[config.mk]
export PLATFORM = sky130hd
export DESIGN_NAME = pixel_serializer
export DESIGN_NICKNAME = d
export VERILOG_FILES = /design/src/rtl/pixel_serializer.sv
export SDC_FILE = /design/constraint.sdc
export NUM_CORES = 1
export LEC_CHECK = 0
export CORE_MARGIN = 3
export CORE_UTILIZATION = 55
export CTS_BUF_LIST = sky130_fd_sc_hd__clkbuf_4
export DETAILED_ROUTE_END_ITERATION = 7
export DONT_BUFFER_PORTS = 1
export HOLD_SLACK_MARGIN = 0.12
export PLACE_DENSITY = 0.74
export SYNTH_ARGS = -nofsm -noshare
export SYNTH_HDL_FRONTEND = slang
export SYNTH_SLANG_ARGS = --single-unit
[constraint.sdc]
create_clock -name clk -period 2.8 [get_ports clk]
set_clock_uncertainty 0.15 [all_clocks]
set_input_delay 0.42 -clock clk [delete_from_list [all_inputs] [get_ports clk]]
set_output_delay 0.42 -clock clk [all_outputs]
set_load 0.02 [all_outputs]
[src/rtl/pixel_serializer.sv]
// Batch-to-stream pixel serializer: captures NUM_ENGINES pixels at once and emits
// them one per handshake, tagging start-of-frame, end-of-line and frame completion.
module pixel_serializer #(
    parameter int RBG_SIZE     = 24,
    parameter int NUM_ENGINES  = 8,
    parameter int IMAGE_WIDTH  = 640,
    parameter int IMAGE_HEIGHT = 480
) (
    input  logic                clk,
    input  logic                rst_n,
    input  logic [RBG_SIZE-1:0] rgb_in [NUM_ENGINES],
    input  logic                in_valid,
    output logic                in_ready,
    output logic [RBG_SIZE-1:0] out_data,
    output logic                out_valid,
    input  logic                out_ready,
    output logic                out_sof,
    output logic                out_eol,
    output logic                frame_done
);

    localparam int IDX_W = (NUM_ENGINES > 1) ? $clog2(NUM_ENGINES) : 1;
    localparam int X_W   = (IMAGE_WIDTH > 1) ? $clog2(IMAGE_WIDTH) : 1;
    localparam int Y_W   = (IMAGE_HEIGHT > 1) ? $clog2(IMAGE_HEIGHT) : 1;

    localparam logic [IDX_W-1:0] IDX_LAST = IDX_W'(NUM_ENGINES - 1);
    localparam logic [X_W-1:0]   X_LAST   = X_W'(IMAGE_WIDTH - 1);
    localparam logic [Y_W-1:0]   Y_LAST   = Y_W'(IMAGE_HEIGHT - 1);

    typedef enum logic {
        IDLE = 1'b0,
        SEND = 1'b1
    } state_t;

    state_t              state_q, state_d;
    logic [IDX_W-1:0]    idx_q, idx_d;
    logic [X_W-1:0]      x_q, x_d;
    logic [Y_W-1:0]      y_q, y_d;
    logic [RBG_SIZE-1:0] batch_q [NUM_ENGINES];
    logic [RBG_SIZE-1:0] batch_d [NUM_ENGINES];
    logic [RBG_SIZE-1:0] out_data_q, out_data_d;
    logic                out_valid_q, out_valid_d;
    logic                out_sof_q, out_sof_d;
    logic                out_eol_q, out_eol_d;
    logic                frame_done_q, frame_done_d;
    logic                ready_en_q;

    logic                accept;
    logic                handshake;
    logic                last_pixel;

    assign last_pixel = (idx_q == IDX_LAST);
    assign handshake  = out_valid_q && out_ready;

    // ready_en_q holds in_ready low during reset and releases it on the first edge after.
    assign in_ready = ready_en_q &&
                      ((state_q == IDLE) || (state_q == SEND && last_pixel && out_ready));
    assign accept   = in_valid && in_ready;

    always_comb begin
        // NOTE: every signal written here gets a default first, so no path can infer a latch.
        state_d = state_q;
        idx_d   = idx_q;
        batch_d = batch_q;

        unique case (state_q)
            IDLE: begin
                if (accept) begin
                    state_d = SEND;
                    idx_d   = '0;
                    batch_d = rgb_in;
                end
            end
            SEND: begin
                if (handshake) begin
                    if (last_pixel) begin
                        idx_d = '0;
                        if (accept) begin
                            batch_d = rgb_in;
                        end else begin
                            state_d = IDLE;
                        end
                    end else begin
                        idx_d = idx_q + 1'b1;
                    end
                end
            end
            default: begin
                state_d = IDLE;
                idx_d   = '0;
            end
        endcase
    end

    always_comb begin
        x_d = x_q;
        y_d = y_q;
        if (handshake) begin
            if (x_q == X_LAST) begin
                x_d = '0;
                y_d = (y_q == Y_LAST) ? '0 : y_q + 1'b1;
            end else begin
                x_d = x_q + 1'b1;
            end
        end
    end

    // Outputs are registered from the next-cycle state so they line up with state_q.
    always_comb begin
        out_valid_d  = (state_d == SEND);
        out_data_d   = out_valid_d ? batch_d[idx_d] : '0;
        out_sof_d    = out_valid_d && (x_d == '0) && (y_d == '0);
        out_eol_d    = out_valid_d && (x_d == X_LAST);
        frame_done_d = handshake && (x_q == X_LAST) && (y_q == Y_LAST);
    end

    // NOTE: sequential state uses non-blocking assignments so all flops update together.
    always_ff @(posedge clk or negedge rst_n) begin
        if (!rst_n) begin
            state_q      <= IDLE;
            idx_q        <= '0;
            x_q          <= '0;
            y_q          <= '0;
            out_data_q   <= '0;
            out_valid_q  <= 1'b0;
            out_sof_q    <= 1'b0;
            out_eol_q    <= 1'b0;
            frame_done_q <= 1'b0;
            ready_en_q   <= 1'b0;
        end else begin
            state_q      <= state_d;
            idx_q        <= idx_d;
            x_q          <= x_d;
            y_q          <= y_d;
            out_data_q   <= out_data_d;
            out_valid_q  <= out_valid_d;
            out_sof_q    <= out_sof_d;
            out_eol_q    <= out_eol_d;
            frame_done_q <= frame_done_d;
            ready_en_q   <= 1'b1;
        end
    end

    // NOTE: the batch store is data only and is never read while IDLE, so it carries no reset.
    always_ff @(posedge clk) begin
        batch_q <= batch_d;
    end

    assign out_data   = out_data_q;
    assign out_valid  = out_valid_q;
    assign out_sof    = out_sof_q;
    assign out_eol    = out_eol_q;
    assign frame_done = frame_done_q;

endmodule

==> results of run 1 <==
how the worst max path moves through the flow:
stage	to	startpoint	slack (ns)	depth (start not counted)
floorplan	out_data[14]$_DFF_PN0_	idx_q[0]$_DFF_PN0_	0.31	9
global placement	out_data[10]$_DFF_PN0_	idx_q[0]$_DFF_PN0_	0.07	9
detailed placement	out_data[9]$_DFF_PN0_	idx_q[0]$_DFF_PN0_	-0.02	9
CTS	out_data[9]$_DFF_PN0_	idx_q[0]$_DFF_PN0_	0.01	9
global route	out_data[10]$_DFF_PN0_	idx_q[0]$_DFF_PN0_	-0.03	9
finish	out_data[17]$_DFF_PN0_	idx_q[0]$_DFF_PN0_	0.06	9
state kept, by name, indices dropped and copies added, names as in the netlist:
register and flops:
ready_en_q 1, idx_q 3, frame_done 1, out_valid 1, out_sof 1, out_data 24, x_q 10, batch_q 192
out_eol 1, y_q 9
metrics by stage:
| step | setup WS (ns) | utilization | hold slack, ns | power (uW) |
|---|---|---|---|---|
| floorplan | 0.311 | - | -0.0256 | 10900 |
| global placement | 0.0702 | 0.587 | -0.0238 | 12200 |
| detailed placement | -0.0221 | 0.587 | -0.0238 | 12500 |
| CTS | 0.0138 | 0.746 | 0.220 | 15800 |
| global route | -0.0322 | 0.755 | 0.214 | 17300 |
| finish | 0.0565 | 0.755 | 0.270 | 16400 |
logic make-up (layout without fill, tap and decap cells):
kind of cell	count (synthesis)	in the layout
buf+inv	54	350
other cells	1	3
mux	294	294
fa+ha+maj	4	4
xor+xnor	9	9
compound gates	127	129
simple gates	78	78
flops	243	243
where the power goes:
part | switching, uW | internal (uW) | leakage [uW] | total [uW]
Clock | 1460 | 1600 | 0.000478 | 3060
Sequential | 948 | 5160 | 0.00227 | 6110
Combinational | 3560 | 3660 | 0.00272 | 7220
Total | 5970 | 10400 | 0.00547 | 16400
layer usage:
layer | routed length (um) | vias up | share of wire | GRT usage
li1 | - | 3494 | - | -
met1 | 11500 | 3719 | 0.39 | 0.331
met2 | 14900 | 318 | 0.51 | 0.501
met3 | 1900 | 88 | 0.065 | 0.0695
met4 | 1020 | 0 | 0.035 | 0.113
met5 | 0 | - | 0 | 0
synth_stat cells, types with 7 or more instances:
| library cell | number | area share |
|---|---|---|
| buf_2 | 25 | 0.012 |
| clkbuf_1 | 16 | 0.0060 |
| a21oi_1 | 51 | 0.025 |
| nor2b_1 | 7 | 0.0044 |
| dfrtp_1 | 51 | 0.13 |
| dfxtp_1 | 192 | 0.38 |
| o21ai_0 | 16 | 0.0080 |
| a22oi_1 | 26 | 0.019 |
| mux2_2 | 267 | 0.30 |
| nor2_1 | 12 | 0.0045 |
| xnor2_1 | 9 | 0.0079 |
| nand2_1 | 14 | 0.0052 |
| o21ai_1 | 16 | 0.0080 |
| mux2i_1 | 26 | 0.026 |
| nand3_1 | 13 | 0.0065 |
what timing repair did:
item                                    4_1_cts  5_1_grt
hold endpoints to repair                    284        0
hold buffers                                198        0
pin swaps                                     0        1
setup buffers                                 0       10
endpoints found under the setup margin        1        6
gates resized for setup                       0        6
gates cloned                                  1        3
cell usage in the layout, fill, tap and decap left out, types with 5 or more instances in the layout:
cell type,instances
a21oi_1,51
a22oi_1,26
buf_4,27
clkbuf_4,93
clkinv_1,13
dfrtp_1,51
dfxtp_1,192
dlygate4sd3_1,197
inv_1,5
mux2_2,267
mux2i_1,24
nand2_1,14
nand3_1,13
nor2_1,11
nor2b_1,6
o21ai_0,16
o21ai_1,16
xnor2_1,9
cell type report:
class,count,area (sq um),area share
Sequential cell,243,5120,0.385
Clock buffer,93,698,0.0525
Tap cell,225,282,0.0212
Antenna cell,2,5.00,0.000377
Clock inverter,18,97.6,0.00734
Multi-Input combinational cell,515,4680,0.352
Timing Repair Buffer,233,2380,0.179
Inverter,6,23.8,0.00179
==> metrics.md, run 1 <==
| Metric | Value |
|---|---|
| Status | `complete, no violations` |
| First-pass GRT wire length | `44,800 um` |
| CP Class | `flip-flop to flip-flop` |
| Main combinational cell family by area after synthesis | `multiplexers` |
| Hpwl dp | `17,100 um` |
| Gr ovfl total | `0` |
| Rows | `48` |
| Post-Syn Nets | `1,010` |
| Final hold vios | `0` |
| Data arrival time of the worst path | `3.17 ns` |
| Iter 0 DRT Violations | `405` |
| F_max | `0.364 GHz` |
| Maximum vdd drop | `817 uV` |
| Synth Area in XOR/XNOR | `0.00786` |
| Chip Width | `141 um` |
| Reg2Reg Depth | `9` |
| Syn Inst Count | `810` |
| Cell total after placement | `1,010` |
| Drt drc | `0` |
| Non-Filler Instances | `1,335` |
| Mean Syn Cell Area | `12.4 sq um` |
| CTS tree | `yes` |
| Root buf cell | `clkbuf_4` |
| Die area | `19,900 sq um` |
| Fillers | `1,104` |
| Number of max-cap violations | `0` |
| H-tree Lvls | `2` |
| Post-synthesis mux area share | `0.327` |
| Mapped cell area | `10,000 sq um` |
| Cell area after layout | `13,300 sq um` |
| Post-route setup TNS | `0 ns` |
| Slowest CP cell | `a21oi_1` |
| Clock insertion delay at the later pin of the skew report | `0.67 ns` |
| Ys Warns | `0` |
| Slew Viols, Final | `0` |
| Worst r2r dst | `out_data[17]$_DFF_PN0_` |
| Die Y | `141 um` |
| Largest net degree at the start of global routing | `86` |
| Top_reg_cell synth | `dfxtp_1` |
| Hold Crit Class | `input pin to flip-flop` |
| Post-route ant nets | `0` |
| Ys async rst share | `0.210` |
| Hold worst-path end | `batch_q[155]$_DFF_P_` |
| Share of cells above drive strength 1 | `0.382` |
| Worst Hold Path Cells | `2` |
| Unrepaired setup endpoints after global routing | `yes` |
| Hold_sp | `rgb_in[155]` |
| Vias per cell | `5.71` |
| Routed via count | `7,619` |
| Max clock buf depth | `3` |
| Worst Max-Slew Pin Slew | `0.520 ns` |
| I/O pin total | `225` |
| Worst Path Required | `3.22 ns` |
| Tmin final | `2.74 ns` |
| Final period util | `0.980` |
| Distinct cell type count after synthesis | `56` |
| Post-synthesis simple-gate area fraction | `0.0453` |
| Initial antenna violation count | `2` |
| Most frequent CP cell | `ha_1` |
| Ordered cell list for the critical path | `ha_1, ha_1, mux2_4, a22o_4, buf_4, mux2i_1, a21oi_1, a22oi_1, o21ai_1` |
| Router iterations before antenna repair | `5` |
| Post-synth EDFFs | `0` |
| Lkg Pwr | `0.00547 uW` |
| Post-synthesis compound-gate area fraction | `0.0764` |
| Worst r2r src | `idx_q[0]$_DFF_PN0_` |
| R2R setup slack | `0.06 ns` |
| TritonCTS Buffers | `60` |
| Core area | `17,600 sq um` |
| Final wirelength | `29,400 um` |
| Clk slew on worst S/H paths | `0.07 ns` |
| GRT Total Usage | `0.284` |
| Slowest stage delay, CP | `0.44 ns` |
| Delay-heaviest family, CP | `compound AO/OA/AOI/OAI gates` |
| IO Port Bufs | `0` |
| Synth Area in Adders | `0.00499` |
| Area delta synth->final | `32.5%` |
| Placer Congestion | `0.866` |
| Critical path endpoint category | `flip-flop` |
| Power Density | `1230 nW/um^2` |
| CP bufs+invs | `1` |
| DP Area | `10,300 sq um` |
| Sequential fraction of the synthesis area | `0.510` |
| Nets | `1,259` |
| Initial Utilization | `0.570` |
| Crit Path Max Fanout | `7` |
| Wirelength per Cell | `22.0 um` |
| #FFs+latches synth | `243` |
| Max-slew headroom | `0.653` |
| Via count of the first global-routing pass | `8,348` |
| Final setup violation count | `0` |
| CTS sink cnt | `243` |
| Worst setup SP type | `flip-flop` |
No activity file was read; power rests on OpenSTA's default activity.
==> run 2: changes to the inputs <==
CAP_MARGIN = 20   (was not set)
CTS_BUF_LIST = sky130_fd_sc_hd__clkbuf_16   (was sky130_fd_sc_hd__clkbuf_4)
==> metrics.md, run 2 (synthesis gave the netlist of run 1 again) <==
| Metric | Value |
|---|---|
| Worst r2r src | `idx_q[0]$_DFF_PN0_ (unchanged)` |
| Maximum vdd drop | `886 uV (was 817 uV)` |
| Util after Layout | `0.749 (was 0.755)` |
| Share of cells above drive strength 1 | `0.340 (was 0.382)` |
| Max reg flops | `192 (unchanged)` |
| Largest reg by FF count | `batch_q (unchanged)` |
| Via count of the first global-routing pass | `8,033 (was 8,348)` |
| Multi-input logic area | `4680 sq um (about the same)` |
| IO Port Bufs | `0 (unchanged)` |
| CTS sink cnt | `243 (unchanged)` |
| Final wirelength | `28,700 um (was 29,400 um)` |
| Die Y | `141 um (unchanged)` |
| Rows | `48 (unchanged)` |
| Drt drc | `0 (unchanged)` |
| Crit Path Max Fanout | `11 (was 7)` |
| Commonest cells after routing, fill and taps aside | `267 x mux2_2, 196 x dlygate4sd3_1, 192 x dfxtp_1, 51 x dfrtp_1, 49 x a21oi_1 (was 267 x mux2_2, 197 x dlygate4sd3_1, 192 x dfxtp_1, 93 x clkbuf_4)` |
| Core area | `17,600 sq um (unchanged)` |
| Slowest CP cell | `dfrtp_1 (was a21oi_1)` |
| Hold Crit Class | `input pin to flip-flop (unchanged)` |
| I/O pin total | `225 (unchanged)` |
| Hold_sp | `out_ready (was rgb_in[155])` |
| Worst setup SP type | `flip-flop (unchanged)` |
| Slowest stage delay, CP | `0.41 ns (was 0.44 ns)` |
| Power Density | `1250 nW/um^2 (was 1230 nW/um^2)` |
| Number of max-cap violations | `0 (unchanged)` |
| Status | `complete, no violations (unchanged)` |
| Data arrival time of the worst path | `3.02 ns (was 3.17 ns)` |
| Worst Hold Path Cells | `2 (unchanged)` |
| Largest net degree at the start of global routing | `86 (unchanged)` |
| Final hold slack | `0.162 ns (was 0.270 ns)` |
| F_max | `0.366 GHz (was 0.364 GHz)` |
| Tmin final | `2.73 ns (was 2.74 ns)` |
| Clock insertion delay at the later pin of the skew report | `0.52 ns (was 0.67 ns)` |
| Final hold vios | `0 (unchanged)` |
| Root buf cell | `clkbuf_16 (was clkbuf_4)` |
| Ordered cell list for the critical path | `ha_1, ha_1, mux2_4, a22o_4, buf_4, mux2i_1, a21oi_1, a22oi_1, o21ai_1 (unchanged)` |
| Most frequent CP cell | `ha_1 (unchanged)` |
| Most common cell after layout, fill and taps aside | `mux2_2 (unchanged)` |
| Fillers | `1,104 (unchanged)` |
| Chip Width | `141 um (unchanged)` |
| CTS tree | `yes (unchanged)` |
| Die area | `19,900 sq um (unchanged)` |
| Area delta synth->final | `31.4% (was 32.5%)` |
| Initial Utilization | `0.570 (unchanged)` |
| Wirelength per Cell | `22.7 um (was 22.0 um)` |
| GRT Total Usage | `0.279 (was 0.284)` |
| Worst r2r dst | `out_data[18]$_DFF_PN0_ (was out_data[17]$_DFF_PN0_)` |
| Hpwl dp | `17,100 um (unchanged)` |
| H-tree Lvls | `1 (was 2)` |
| Unrepaired setup endpoints after global routing | `yes (unchanged)` |
| Hold worst-path end | `x_q[2]$_DFF_PN0_ (was batch_q[155]$_DFF_P_)` |
| Gr ovfl total | `0 (unchanged)` |
| First-pass GRT wire length | `43,900 um (was 44,800 um)` |
| Lkg Pwr | `0.00534 uW (was 0.00547 uW)` |
| Post-route ant nets | `0 (unchanged)` |
| Nets | `1,216 (was 1,259)` |
| CP bufs+invs | `1 (unchanged)` |
| Iter 0 DRT Violations | `402 (was 405)` |
| Final setup violation count | `0 (unchanged)` |
| Max clock buf depth | `3 (unchanged)` |
| Delay-heaviest family, CP | `compound AO/OA/AOI/OAI gates (unchanged)` |
| Worst Path Required | `3.08 ns (was 3.22 ns)` |
| Slew Viols, Final | `0 (unchanged)` |
| Router iterations before antenna repair | `5 (unchanged)` |
| Clk slew on worst S/H paths | `0.06 ns (was 0.07 ns)` |
| Critical path endpoint category | `flip-flop (unchanged)` |
| Placer Congestion | `0.866 (unchanged)` |
| TritonCTS Buffers | `25 (was 60)` |
| Vias per cell | `5.77 (was 5.71)` |
| Initial antenna violation count | `3 (was 2)` |
| Register area | `5120 sq um (unchanged)` |
| Routed via count | `7,282 (was 7,619)` |
| Reg2Reg Depth | `9 (unchanged)` |
| Final period util | `0.977 (was 0.980)` |
| CP Class | `flip-flop to flip-flop (unchanged)` |
| R2R setup slack | `0.07 ns (was 0.06 ns)` |
| Post-route setup TNS | `0 ns (unchanged)` |
-- run 2: routing by layer --
| metal | global-route usage | vias to the layer above | part of all wire | wire length, um |
|---|---|---|---|---|
| met5 | 0 | - | 0 | 0 |
| met4 | 0.106 | 0 | 0.036 | 1030 |
| met3 | 0.0597 | 82 | 0.056 | 1610 |
| met2 | 0.496 | 273 | 0.51 | 14700 |
| met1 | 0.328 | 3551 | 0.40 | 11300 |
| li1 | - | 3376 | - | - |
-- run 2: cell type report --
type,instances,share of cell area
well taps,225,0.0214
diodes,3,0.000569
clock buffers,26,0.0493
inverters,6,0.00180
multi-input cells,514,0.355
clock inverters,20,0.0106
repair buffers,226,0.173
flip-flops and latches,243,0.388
-- run 2: where the power goes --
| part | leakage (uW) | switching, uW | internal (uW) | total (uW) |
|---|---|---|---|---|
| clock | 0.000414 | 1380 | 1860 | 3240 |
| combinational | 0.00266 | 3540 | 3640 | 7180 |
| sequential | 0.00227 | 964 | 5160 | 6130 |
| total | 0.00534 | 5880 | 10700 | 16500 |
-- run 2: worst reg2reg max path, stage by stage (launching register included) --
cell and delay [ns]:
dfrtp_1 0.41, ha_1 0.21, ha_1 0.28, mux2_4 0.29, a22o_4 0.33, buf_4 0.19
mux2i_1 0.12, a21oi_1 0.40, a22oi_1 0.18, o21ai_1 0.10
-- run 2: how the worst max path moves through the flow --
stage,depth (start not counted),slack [ns],startpoint,to
after floorplan,9,0.31,idx_q[0]$_DFF_PN0_,out_data[14]$_DFF_PN0_
after global placement,9,0.07,idx_q[0]$_DFF_PN0_,out_data[10]$_DFF_PN0_
after detailed placement,9,-0.02,idx_q[0]$_DFF_PN0_,out_data[9]$_DFF_PN0_
after CTS,9,0.02,idx_q[0]$_DFF_PN0_,out_data[9]$_DFF_PN0_
after global routing,9,-0.006,idx_q[0]$_DFF_PN0_,out_data[9]$_DFF_PN0_
final,9,0.07,idx_q[0]$_DFF_PN0_,out_data[18]$_DFF_PN0_
-- run 2: what timing repair did --
action                                 in CTS  in global routing
endpoints found under the hold margin     249                  0
hold buffers                              197                  0
buffers inserted                            0                  6
gates resized for setup                     0                  6
cloned                                      1                  0
pin swaps                                   0                  3
setup endpoints to repair                   3                 12
-- run 2: metrics by stage --
stage	power, uW	cells	setup slack (ns)	instance area (sq um)
after floorplan	10900	810	0.311	10000
after global placement	12200	1010	0.0702	10300
after detailed placement	12500	1010	-0.0221	10300
after CTS	16100	1254	0.0223	13100
after global routing	17400	1263	-0.00584	13200
final	16500	1263	0.0657	13200
==> run 3: changes to the inputs <==
BUFFER_PORTS_ARGS = -buffer_cell sky130_fd_sc_hd__buf_2   (was not set)
CORE_UTILIZATION = 54   (was 55)
DONT_BUFFER_PORTS = not set   (was 1)
PLACE_DENSITY = 0.84   (was 0.74)
==> metrics.md, run 3 (synthesis gave the netlist of run 1 again) <==
| Metric | Value |
|---|---|
| Tmin final | `2.85 ns (was 2.73 ns)` |
| Vias per cell | `5.75 (was 5.77)` |
| Most common cell after layout, fill and taps aside | `mux2_2 (unchanged)` |
| Via count of the first global-routing pass | `9,058 (was 8,033)` |
| Critical path endpoint category | `flip-flop (unchanged)` |
| Final period util | `1.02 (was 0.977)` |
| Max clock buf depth | `3 (unchanged)` |
| I/O pin total | `225 (unchanged)` |
| Share of cells above drive strength 1 | `0.457 (was 0.340)` |
| Final setup violation count | `2 (was 0)` |
| Unrepaired setup endpoints after global routing | `yes (unchanged)` |
| Data arrival time of the worst path | `3.15 ns (was 3.02 ns)` |
| Root buf cell | `clkbuf_16 (unchanged)` |
| Die Y | `142 um (was 141 um)` |
| Die area | `20,300 sq um (was 19,900 sq um)` |
| Iter 0 DRT Violations | `675 (was 402)` |
| Failing checks | `setup timing` |
| CTS sink cnt | `243 (unchanged)` |
| Maximum vdd drop | `893 uV (was 886 uV)` |
| TritonCTS Buffers | `25 (unchanged)` |
| Worst r2r src | `idx_q[0]$_DFF_PN0_ (unchanged)` |
| Max reg flops | `192 (unchanged)` |
| Worst slack at placement | `0.194 ns (was -0.0221 ns)` |
| Setup WS post-layout | `-0.0531 ns (was 0.0657 ns)` |
| Gr ovfl total | `0 (unchanged)` |
| Status | `finished, violations left (was complete, no violations)` |
| Critical path launch point | `idx_q[0]$_DFF_PN0_ (unchanged)` |
| F_max | `0.350 GHz (was 0.366 GHz)` |
| Final wirelength | `33,900 um (was 28,700 um)` |
| Worst Path Required | `3.09 ns (was 3.08 ns)` |
| Largest net degree at the start of global routing | `74 (was 86)` |
| Crit Path Max Fanout | `54 (was 11)` |
| Initial Utilization | `0.555 (was 0.570)` |
| Worst setup SP type | `flip-flop (unchanged)` |
| Lkg Pwr | `0.00617 uW (was 0.00534 uW)` |
| Largest reg by FF count | `batch_q (unchanged)` |
| Power Density | `1200 nW/um^2 (was 1250 nW/um^2)` |
| Util after Layout | `0.786 (was 0.749)` |
| Hold Crit Class | `input pin to flip-flop (unchanged)` |
| Placer Congestion | `0.891 (was 0.866)` |
| Max-slew headroom | `0.473` |
| Nets | `1,429 (was 1,216)` |
| IO Port Bufs | `224 (was 0)` |
| Hold_sp | `in_valid (was out_ready)` |
| Chip Width | `142 um (was 141 um)` |
| Area delta synth->final | `41.6% (was 31.4%)` |
| Post-route ant nets | `0 (unchanged)` |
| Initial antenna violation count | `4 (was 3)` |
| H-tree Lvls | `1 (unchanged)` |
| GRT Total Usage | `0.317 (was 0.279)` |
| CP Class | `flip-flop to flip-flop (unchanged)` |
| Slew Viols, Final | `0 (unchanged)` |
| Router iterations before antenna repair | `4 (was 5)` |
| Core area | `18,100 sq um (was 17,600 sq um)` |
| Final hold vios | `0 (unchanged)` |
| First-pass GRT wire length | `49,900 um (was 43,900 um)` |
| Routed via count | `8,520 (was 7,282)` |
| Commonest cells after routing, fill and taps aside | `267 x mux2_2, 224 x buf_2, 193 x dlygate4sd3_1, 192 x dfxtp_1 (was 267 x mux2_2, 196 x dlygate4sd3_1, 192 x dfxtp_1, 51 x dfrtp_1, 49 x a21oi_1)` |
| Clock insertion delay at the later pin of the skew report | `0.54 ns (was 0.52 ns)` |
| Hpwl dp | `17,600 um (was 17,100 um)` |
| Wirelength per Cell | `22.9 um (was 22.7 um)` |
| Drt drc | `0 (unchanged)` |
| Clk slew on worst S/H paths | `0.07 ns (was 0.06 ns)` |
| CTS tree | `yes (unchanged)` |
| Number of max-cap violations | `0 (unchanged)` |
| Worst Max-Slew Pin Slew | `0.791 ns` |
| Rows | `49 (was 48)` |
-- run 3: metrics by stage --
stage          std cells  total power (uW)  hold WS (ns)  cell area [sq um]  TNS [ns]
5_1_grt             1481             17700         0.181              14200    -0.286
3_3_place_gp        1232             12400         0.302              11400         0
6_report            1481             17000         0.163              14200    -0.103
3_5_place_dp        1232             12700         0.307              11400         0
2_1_floorplan        810             10900       -0.0256              10000         0
4_1_cts             1471             16100         0.129              14100         0
-- run 3: critical path, stage by stage, from the launching register on --
cell	delay [ns]
dfrtp_1	0.41
ha_1	0.22
ha_1	0.27
mux2_4	0.27
a22o_4	0.28
buf_12	0.21
mux2i_1	0.17
a21oi_1	0.36
a22oi_1	0.20
o21ai_1	0.17
-- run 3: worst paths after layout --
kind / endpoint / slack [ns] / depth (start not counted)
setup / recovery: out_data[6]$_DFF_PN0_ / -0.05 / 9
setup reg to reg: out_data[6]$_DFF_PN0_ / -0.05 / 9
hold reg to reg: batch_q[10]$_DFF_P_ / 0.32 / 1
max in group asynchronous: idx_q[1]$_DFF_PN0_ / 1.43 / 3
hold / removal: out_valid$_DFF_PN0_ / 0.16 / 2
min in group asynchronous: out_data[19]$_DFF_PN0_ / 0.36 / 2
-- run 3: where the power goes --
group | switching (uW) | leakage [uW] | total (uW) | internal, uW
Combinational | 4150 | 0.00352 | 7870 | 3730
Clock | 1460 | 0.000385 | 3250 | 1790
Sequential | 718 | 0.00227 | 5880 | 5170
Total | 6320 | 0.00617 | 17000 | 10700
-- run 3: metal layers --
layer / part of all wire / global-route usage / vias up
li1: - / - / 3788
met1: 0.38 / 0.386 / 4145
met2: 0.51 / 0.556 / 460
met3: 0.066 / 0.0511 / 127
met4: 0.047 / 0.136 / 0
met5: 0 / 0 / -
-- run 3: layout make-up --
type	instances	area (sq um)
flip-flops and latches	243	5120
multi-input cells	513	4680
fillers	975	3870
repair buffers	440	3300
clock buffers	26	651
well taps	229	287
clock inverters	20	136
inverters	6	22.5
diodes	4	10.0
-- run 3: timing repair --
action | in CTS | in global routing
setup buffers | 0 | 4
setup endpoints to repair | 0 | 16
hold buffers | 193 | 0
gates resized for setup | 0 | 11
hold endpoints to repair | 217 | 0
